File: src/rtl/space_inv_pkg.sv
// Shared types and constants for the space-invaders control blocks.
// Shot FSM encoding is exported on state_dbg, so keep values fixed.
package space_inv_pkg;

    localparam int FRAME_CNT_W = 8;

    typedef enum logic [1:0] {
        READY    = 2'd0,
        ARMED    = 2'd1,
        FLIGHT   = 2'd2,
        COOLDOWN = 2'd3
    } shot_state_t;

endpackage

File: src/rtl/key_sync_edge.sv
// Two-flop synchronizer plus rising-edge detect for a raw key level.
// One press pulse per low-to-high transition of the synchronized key.
module key_sync_edge (
    input  logic clk,
    input  logic reset,
    input  logic din,
    output logic rise
);

    logic s1_q;
    logic s2_q;
    logic d_q;

    always_ff @(posedge clk) begin
        if (reset) begin
            s1_q <= 1'b0;
            s2_q <= 1'b0;
            d_q  <= 1'b0;
        end else begin
            s1_q <= din;
            s2_q <= s1_q;
            d_q  <= s2_q;
        end
    end

    assign rise = s2_q & ~d_q;

endmodule

File: src/rtl/shot_controller.sv
// Fire-request controller: debounced one-shot press, held request until
// the projectile mover acknowledges, then frame-counted cooldown.
module shot_controller
    import space_inv_pkg::*;
#(
    parameter int COOLDOWN_FRAMES    = 8,
    parameter int ACK_TIMEOUT_FRAMES = 2,
    parameter int SHOT_CNT_W         = 8
) (
    input  logic                  clk,
    input  logic                  reset,
    input  logic                  enable,
    input  logic                  fire_key,
    input  logic                  startOfFrame,
    input  logic                  proj_active,
    output logic                  fire,
    output logic                  ready,
    output logic [SHOT_CNT_W-1:0] shots_fired,
    output logic [1:0]            state_dbg
);

    localparam int CNT_MAX = (1 << FRAME_CNT_W) - 1;

    generate
        if (COOLDOWN_FRAMES < 0 || COOLDOWN_FRAMES > CNT_MAX ||
            ACK_TIMEOUT_FRAMES < 1 || ACK_TIMEOUT_FRAMES > CNT_MAX ||
            SHOT_CNT_W < 1) begin : g_bad_param
            $error("shot_controller: parameter out of range");
        end
    endgenerate

    localparam logic [FRAME_CNT_W-1:0] CD_LIM  =
        FRAME_CNT_W'(COOLDOWN_FRAMES);
    localparam logic [FRAME_CNT_W-1:0] ACK_LIM =
        FRAME_CNT_W'(ACK_TIMEOUT_FRAMES);

    shot_state_t             state_q;
    logic                    fire_q;
    logic [FRAME_CNT_W-1:0]  cnt_q;
    logic [FRAME_CNT_W-1:0]  cnt_d;
    logic [SHOT_CNT_W-1:0]   shots_q;
    logic                    press;
    logic                    ready_w;

    key_sync_edge u_key (
        .clk   (clk),
        .reset (reset),
        .din   (fire_key),
        .rise  (press)
    );

    assign cnt_d   = cnt_q + 1'b1;
    assign ready_w = (state_q == READY) & enable & ~proj_active & ~reset;

    always_ff @(posedge clk) begin
        if (reset) begin
            state_q <= READY;
            fire_q  <= 1'b0;
            cnt_q   <= '0;
            shots_q <= '0;
        end else begin
            unique case (state_q)
                READY: begin
                    if (press && ready_w) begin
                        state_q <= ARMED;
                        fire_q  <= 1'b1;
                        cnt_q   <= '0;
                    end
                end
                ARMED: begin
                    // Acknowledge takes priority over a same-cycle timeout.
                    if (proj_active) begin
                        state_q <= FLIGHT;
                        fire_q  <= 1'b0;
                        if (shots_q != '1)
                            shots_q <= shots_q + 1'b1;
                    end else if (startOfFrame) begin
                        cnt_q <= cnt_d;
                        if (cnt_d == ACK_LIM) begin
                            state_q <= READY;
                            fire_q  <= 1'b0;
                        end
                    end
                end
                FLIGHT: begin
                    if (!proj_active) begin
                        state_q <= (COOLDOWN_FRAMES == 0) ? READY : COOLDOWN;
                        cnt_q   <= '0;
                    end
                end
                COOLDOWN: begin
                    if (startOfFrame) begin
                        cnt_q <= cnt_d;
                        if (cnt_d == CD_LIM)
                            state_q <= READY;
                    end
                end
                default: state_q <= READY;
            endcase
        end
    end

    assign fire        = fire_q;
    assign ready       = ready_w;
    assign shots_fired = shots_q;
    assign state_dbg   = state_q;

endmodule

File: config.mk
export PLATFORM = sky130hd
export DESIGN_NAME = shot_controller
export DESIGN_NICKNAME = d
export VERILOG_FILES = /design/src/rtl/space_inv_pkg.sv /design/src/rtl/key_sync_edge.sv /design/src/rtl/shot_controller.sv
export SDC_FILE = /design/constraint.sdc
export NUM_CORES = 1
export LEC_CHECK = 0
export ABC_AREA = 1
export CAP_MARGIN = 30
export CORE_MARGIN = 2
export CORE_UTILIZATION = 47
export DETAILED_ROUTE_END_ITERATION = 16
export HOLD_SLACK_MARGIN = 0.02
export PLACE_DENSITY = 0.73
export SKIP_CTS_REPAIR_TIMING = 1
export SLEW_MARGIN = 20
export SYNTH_ARGS = -nofsm -noshare
export SYNTH_HDL_FRONTEND = slang
export SYNTH_SLANG_ARGS = --single-unit
File: constraint.sdc
create_clock -name clk -period 1.74 [get_ports clk]
set_clock_uncertainty 0.2 [all_clocks]
set_input_delay 0.174 -clock clk [delete_from_list [all_inputs] [get_ports clk]]
set_output_delay 0.174 -clock clk [all_outputs]
set_load 0.02 [all_outputs]
# Yosys cells after proc, flatten, opt, wreduce, memory -nomap -nowiden
# Cells that the tools add are included.
dict set report classes {
  addsub 2
  multipliers 0
  div 0
  magnitude_cmp 0
  eq_ne 13
  n_shift 0
  muxes 18
  bitwise 7
  n_reduce_logical 7
}
# op n
set ops {}
lappend ops {{$mux 8} 4}
lappend ops {{$pmux 8 s4} 1}
lappend ops {{$add 8x1->8 const B} 2}
lappend ops {{$mux 2} 7}
lappend ops {{$eq 8x2->1 const B} 1}
lappend ops {{$eq 8x4->1 const B} 1}
lappend ops {{$ne 2x2->1 const B} 4}
lappend ops {{$ne 8x8->1 const B} 1}
lappend ops {{$pmux 2 s4} 1}
lappend ops {{$ne 3x3->1 const B} 2}
lappend ops {{$reduce_and 3->1} 2}
lappend ops {{$reduce_and 6->1} 1}
lappend ops {{$and 1x1->1} 4}
lappend ops {{$eq 2x2->1 const B} 2}
lappend ops {{$mux 1} 4}
lappend ops {{$reduce_and 4->1} 1}
lappend ops {{$not 1->1} 3}
lappend ops {{$eq 2x1->1 const B} 1}
lappend ops {{$logic_not 2->1} 1}
lappend ops {{$ne 2x1->1 const B} 1}
lappend ops {{$pmux 1 s2} 1}
lappend ops {{$reduce_bool 2->1} 1}
lappend ops {{$logic_and 1x1->1} 1}
dict set report word_totals {
  ff_bits 22
  latchBits 0
  mem_bits_rw 0
  romBits 0
  inputBits 6
  elab_cells 54
  n_memories 0
}

# Longest topological paths before layout
# Gate-level depths: netlist of the first run.
dict set report logic_depth {
  ltp_word 7
  mapped_depth 13
}

# By module
# A second synthesis of the first run with hierarchy kept.
dict set report unflattened {
  cells_unflattened 164
  hier_area_um2 1157.4
}
# mod n_inst cells_each area_each_um2 seq_area_each_um2
set modules_own_cells {}
lappend modules_own_cells {shot_controller 1 154 1071.0 380.4}
lappend modules_own_cells {key_sync_edge 1 10 86.3 60.1}

# Worst setup path before layout of the first run
# No wires, ideal clock.
dict set report synth_timing {
  path_type {reg2reg}
  from {register state_q[0], in the netlist state_dbg[0]}
  to {register shots_q[7], in the netlist shots_fired[7]}
  arrival_time_ns 1.499
  slack_ns -0.074
  path_stages_with_launch 14
  path_buffers 0
  synth_period_minus_slack_ns 1.814
  cell_sequence {dfxtp_1 inv_2 nor2_4 inv_2 nor2_4 inv_2 a21oi_4 nand2_2 nor2_2 inv_2 nor2_4 inv_2 o21ai_2 nor2_1}
}
dict set report synth_via {
  elab_chain_cells 2
}
# element line
set synth_lines {}
lappend synth_lines {{from (decl)} shot_controller.sv:37} ;# shot_state_t state_q;
lappend synth_lines {{from (signal assigned)} shot_controller.sv:87} ;# state_q <= (COOLDOWN_FRAMES == 0) ? READY : COOLDOWN;
lappend synth_lines {{$eq 2x1->1} shot_controller.sv:62} ;# unique case (state_q)
lappend synth_lines {{$reduce_and 3->1 (no line)} --}
lappend synth_lines {{to (signal assigned)} shot_controller.sv:76} ;# shots_q <= shots_q + 1'b1;
lappend synth_lines {{to (decl)} shot_controller.sv:41} ;# logic [SHOT_CNT_W-1:0] shots_q;
# Every way passes these cells.
# A chain may end at the register's enable or synchronous reset.

# Worst setup path after layout of the first run
dict set report layout_timing {
  from {register cnt_q[0]}
  to {register state_q[0], in the netlist state_dbg[0]}
}
dict set report layout_via {
  elab_chain_cells 4
  word_cells_on_any_way 6
  cone_classes {add/sub (1); eq/ne (4); reduce/logical (1)}
}
# element line
set layout_lines {}
lappend layout_lines {{from (decl)} shot_controller.sv:39} ;# logic [FRAME_CNT_W-1:0] cnt_q;
lappend layout_lines {{from (signal assigned)} shot_controller.sv:78} ;# cnt_q <= cnt_d;
lappend layout_lines {{from (signal assigned)} shot_controller.sv:93} ;# cnt_q <= cnt_d;
lappend layout_lines {{$add 8x1->8 (*)} shot_controller.sv:52} ;# assign cnt_d = cnt_q + 1'b1;
lappend layout_lines {{$eq 8x2->1 or $eq 8x4->1 (tied branches)} {shot_controller.sv:79, shot_controller.sv:94}}
lappend layout_lines {{$ne 3x3->1 (no line) or $ne 2x2->1 (tied branches)} --}
lappend layout_lines {{$reduce_and 6->1 (no line) (*)} --}
# Every way passes the cells marked *; elsewhere a longest branch is shown, timed or not.

==> out/qor.csv, run 1 <==
metric,value,unit
status,"complete, but fails checks",
violations,setup timing,
synth_area,0.00117,mm2
yosysTopAreaCell,dfxtp_1,
grt_util_met1,0.231,
num_antenna_cells,0,
endpoint_kind,flop,
power_density,596,mW/mm2
h-tree-depth,1,
p_sw,208,uW
power.internal,775,uW
die-height,53.8,um
totalWireLength,2700,um
grt_overflow,0,
ys_top_cells_by_area,"dfxtp_1, inv_1, nor2_1",
ys_ff_latch,22,
path_max_fanout,3,
rsz0062_at_grt,true,
hold_depth,3,
post-place-ws,-208,ps
tightestPinTransition,261,ps
path_clk_slew,120,ps
netlist-cell-type-count,25,
num_rows,18,
cp_slowest_stage_delay,380,ps
fp.dieArea,0.00290,mm2
yosysSeqAreaShare,0.378,
syn_nets,173,
final-hold-violation-count,0,
place_congestion,0.877,
routedWlPerCell,12.0,um
start_util,0.484,
min_period_over_period,1.02,
io_pins,18,
numPortBuffers,17,
leakagePower,0.750,nW
crit_required,1760,ps
grt_max_degree,15,
placed_area,0.00144,mm2
dp_hpwl,1870,um
firstDrtPassIters,4,
track_usage,0.179,
syn_avg_cell_area,7.15,um2
clock_sinks,22,
seqPwrFrac,0.522,
clk_latency,310,ps
finalSetupTns,-53.0,ps
slowest_stage,dfxtp_4,
clk_path_buf_depth,2,
drc,0,
use_met2,0.295,
cts-root-buf,clkbuf_4,
antenna_found_initial,0,
layout_setup_ws,-36.9,ps
final_max_slew_viol_count,0,
cts_tree,built,
final_common_cell,inv_1,
finalSetupViolCount,3,
cp-start-kind,flop,
grt_pass1_vias,912,
ant_nets,0,
switching_share,0.211,
slew_headroom,0.825,
path_class,flop to flop,
syn_to_final_growth,41.4,%
cts_buffers,3,
clockPowerShare,0.401,
path_cells,ha_4 -> xnor2_1 -> nand3_1 -> nor2_1 -> nand3_2 -> nand2_2 -> nand4_1 -> and3_1,
cp.arrival,1790,ps
met3_usage,0.0278,
first_iter_violations,21,
rr_worst_depth,8,
hp-class,input port to flop,
min_period,1780,ps
final_cell_mix,"inv_1, nand2_1, nor2_1",
postLayoutCellArea,0.00165,mm2
max_freq,0.563,GHz
grt_pass1_wl,3800,um
drt-vias-per-instance,5.02,
syn_inst,163,
busiest_layer,met2,
combPwrFrac,0.077,
coreArea,0.00241,mm2
synth_warnings,0,
synth_top_area_frac,0.378,
num_vias,1129,
die_x,53.8,um
drive_above_1_share,0.297,
ir_drop,0.516,mV
nNetsFinal,206,
maxCapViolCount,0,
## registers in the layout, summed over array words and instances, names as in the netlist, named ones only
signal	cells
cnt_q	8
shots_fired	8
fire	1
state_dbg	1
u_key.d_q	1
u_key.s1_q	1
u_key.s2_q	1
## worst max-delay path: cells and delay by family, from the launching register on
family | cells | cell delay [ps]
adders and majority gates | 1 | 170
xor gates and xnor gates | 1 | 240
and+or+nand+nor | 6 | 690
DFF | 1 | 380
## metrics by stage
stage / utilization / hold WS (ps) / cells / power, mW
after CTS: 0.620 / 144 / 222 / 0.992
final: 0.684 / 157 / 225 / 0.983
after floorplan: - / 52.5 / 163 / 0.561
after detailed placement: 0.598 / 198 / 218 / 0.597
after global placement: 0.598 / 200 / 218 / 0.594
after global routing: 0.684 / 173 / 225 / 1.02
## metal layers
layer	vias up	routed length [um]	share of wire
met3	4	89	0.033
met4	0	36	0.013
met1	516	1200	0.44
met2	21	1370	0.51
li1	588	-	-
met5	-	0	0
## cells in the mapped netlist (all sizes together)
cell type / count
inv: 30
nor2: 30
nand2: 25
dfxtp: 22
a21oi: 14
nand3: 12
o21ai: 9
ha: 4
a211oi: 3
a22oi: 3
o21bai: 2
xnor2: 2
xor2: 2
and3: 1
clkbuf: 1
nand4: 1
nor3: 1
o211ai: 1
## cell families (layout without fill, tap and decap cells)
kind of cell	after synthesis	in the layout	synth area share
adder cells (fa/ha/maj)	4	4	0.0429
buffers and inverters	31	63	0.0998
AND/OR/NAND/NOR	70	70	0.276
AO/OA/AOI/OAI	32	32	0.174
flip-flops	22	22	0.378
XOR/XNOR	4	4	0.0300
## power by group through the flow
| stage | Sequential [mW] | Clock (mW) | Combinational [mW] |
|---|---|---|---|
| global placement | 0.526 | 0 | 0.0685 |
| finish | 0.513 | 0.394 | 0.0759 |
| global route | 0.514 | 0.420 | 0.0828 |
| detailed placement | 0.526 | 0 | 0.0705 |
| floorplan | 0.528 | 0 | 0.0331 |
| CTS | 0.515 | 0.406 | 0.0708 |
## layout make-up
class	instances	area (um2)
multi-input cells	110	702
fillers	190	761
flip-flops and latches	22	457
inverters	30	115
clock inverters	1	30.0
clock buffers	3	22.5
repair buffers	29	285
well taps	30	37.5
## final timing paths
check                               endpoint  slack [ps]       start
worst min-delay path              u_key.s1_q         160    fire_key
worst max-delay path            state_dbg[0]         -40    cnt_q[0]
worst max register to register  state_dbg[0]         -40    cnt_q[0]
worst min register to register    u_key.s2_q         220  u_key.s1_q
Power figures use the tool's default switching activity.
==> run 2: changes to the inputs <==
- RECOVER_POWER: unset -> 25
==> out/qor.csv, run 2 (same netlist as run 1, synthesis figures left out) <==
metric,value,unit,change
final_max_slew_viol_count,0,,unchanged
num_rows,18,,unchanged
path_max_fanout,3,,unchanged
path_cells,ha_4 -> xnor2_1 -> nand3_1 -> nor2_1 -> nand3_2 -> nand2_2 -> nand4_1 -> and3_1,,unchanged
coreArea,0.00241,mm2,unchanged
totalWireLength,2700,um,about the same
ir_drop,0.517,mV,was 0.516 mV
h-tree-depth,1,,unchanged
grt_overflow,0,,unchanged
track_usage,0.179,,unchanged
cts_buffers,3,,unchanged
critPathBufInv,0,,unchanged
endpoint_kind,flop,,unchanged
violations,setup timing,,unchanged
finalSetupViolCount,3,,unchanged
final_cell_mix,"inv_1, nand2_1, nor2_1",,unchanged
grt_pass1_vias,912,,unchanged
tightestPinTransition,639,ps,was 261 ps
hp-class,input port to flop,,unchanged
min_period_over_period,1.02,,about the same
start_util,0.484,,unchanged
met1_length,1220,um,was 1200 um
clk_path_buf_depth,2,,unchanged
path_class,flop to flop,,unchanged
rsz0062_at_grt,true,,unchanged
cp_slowest_stage_delay,380,ps,about the same
dr.max_layer_used,met4,,unchanged
die-height,53.8,um,unchanged
power_density,606,mW/mm2,was 596 mW/mm2
io_pins,18,,unchanged
final_common_cell,inv_1,,unchanged
slew_headroom,0.574,,was 0.825
wl_met3,105,um,was 89 um
clock_sinks,22,,unchanged
critPathTopFamily,simple AND/OR/NAND/NOR gates,,unchanged
ant_nets,0,,unchanged
path_clk_slew,120,ps,about the same
antenna_found_initial,0,,unchanged
post-place-cells,218,,unchanged
cp-start-kind,flop,,unchanged
min_period,1780,ps,about the same
drt-vias-per-instance,5.04,,was 5.02
status,"complete, but fails checks",,unchanged
slowest_stage,dfxtp_4,,unchanged
cts-root-buf,clkbuf_4,,unchanged
first_iter_violations,21,,unchanged
crit_required,1760,ps,about the same
layout_setup_ws,-37.2,ps,was -36.9 ps
num_vias,1134,,was 1129
die_x,53.8,um,unchanged
leakagePower,0.684,nW,was 0.750 nW
cp.arrival,1800,ps,was 1790 ps
routedWlPerCell,12.0,um,about the same
nNetsFinal,206,,unchanged
grt_pass1_wl,3800,um,unchanged
grt_max_degree,15,,unchanged
dp_hpwl,1870,um,unchanged
num_antenna_cells,0,,unchanged
firstDrtPassIters,5,,was 4
dr_wl_met2,1340,um,was 1370 um
fp.dieArea,0.00290,mm2,unchanged
cts_tree,built,,unchanged
max_freq,0.563,GHz,about the same
place_congestion,0.877,,unchanged
numPortBuffers,17,,unchanged
drc,0,,unchanged
finalSetupTns,-91.2,ps,was -53.0 ps
instances_no_fill,225,,unchanged
clk_latency,310,ps,about the same
syn_to_final_growth,38.8,%,was 41.4%
drive_above_1_share,0.292,,was 0.297
final-hold-violation-count,0,,unchanged
maxCapViolCount,0,,unchanged
==> run 2: routing by layer <==
metal	vias to the layer above	global-route usage
li1	590	-
met2	26	0.295
met3	4	0.0278
met4	0	0.0769
met5	-	0
met1	514	0.231
==> run 2: tightest hold or removal path, stage by stage <==
cell and delay, ps:
clkdlybuf4s50_1 390, inv_1 50, nor2_1 30
==> run 2: worst paths after layout <==
kind / startpoint / to / slack [ps] / cells past startpoint
min: fire_key / u_key.s1_q / 160 / 3
min reg2reg: u_key.s1_q / u_key.s2_q / 220 / 2
max: cnt_q[0] / state_dbg[0] / -40 / 8
max reg2reg: cnt_q[0] / state_dbg[0] / -40 / 8
==> run 2: metrics by stage <==
stage | hold WS [ps] | setup WS [ps] | power [mW] | cell area, um2 | utilization
global route | 173 | -140 | 1.02 | 1620 | 0.672
finish | 156 | -37.2 | 0.982 | 1620 | 0.672
floorplan | 52.5 | 15.0 | 0.561 | 1170 | -
CTS | 144 | -309 | 0.992 | 1490 | 0.620
detailed placement | 198 | -208 | 0.597 | 1440 | 0.598
global placement | 200 | -151 | 0.594 | 1440 | 0.598
==> run 2: cell type report <==
| class | count | area (um2) |
|---|---|---|
| fill | 198 | 791 |
| multi-input combinational | 110 | 702 |
| sequential | 22 | 457 |
| timing repair buffer | 29 | 255 |
| inverter | 30 | 115 |
| tap | 30 | 37.5 |
| clock inverter | 1 | 30.0 |
| clock buffer | 3 | 22.5 |
==> run 2: where the power goes <==
group          internal [mW]  switching [mW]
registers              0.508         0.00522
logic                 0.0324          0.0416
clock network          0.233           0.162
total                  0.773           0.208
==> run 3: changes to the inputs <==
- ABC_CLOCK_PERIOD_IN_PS: unset -> 1740
==> results of run 3 <==
Same layout as run 2: the final DEF is identical, and so are final timing and power.
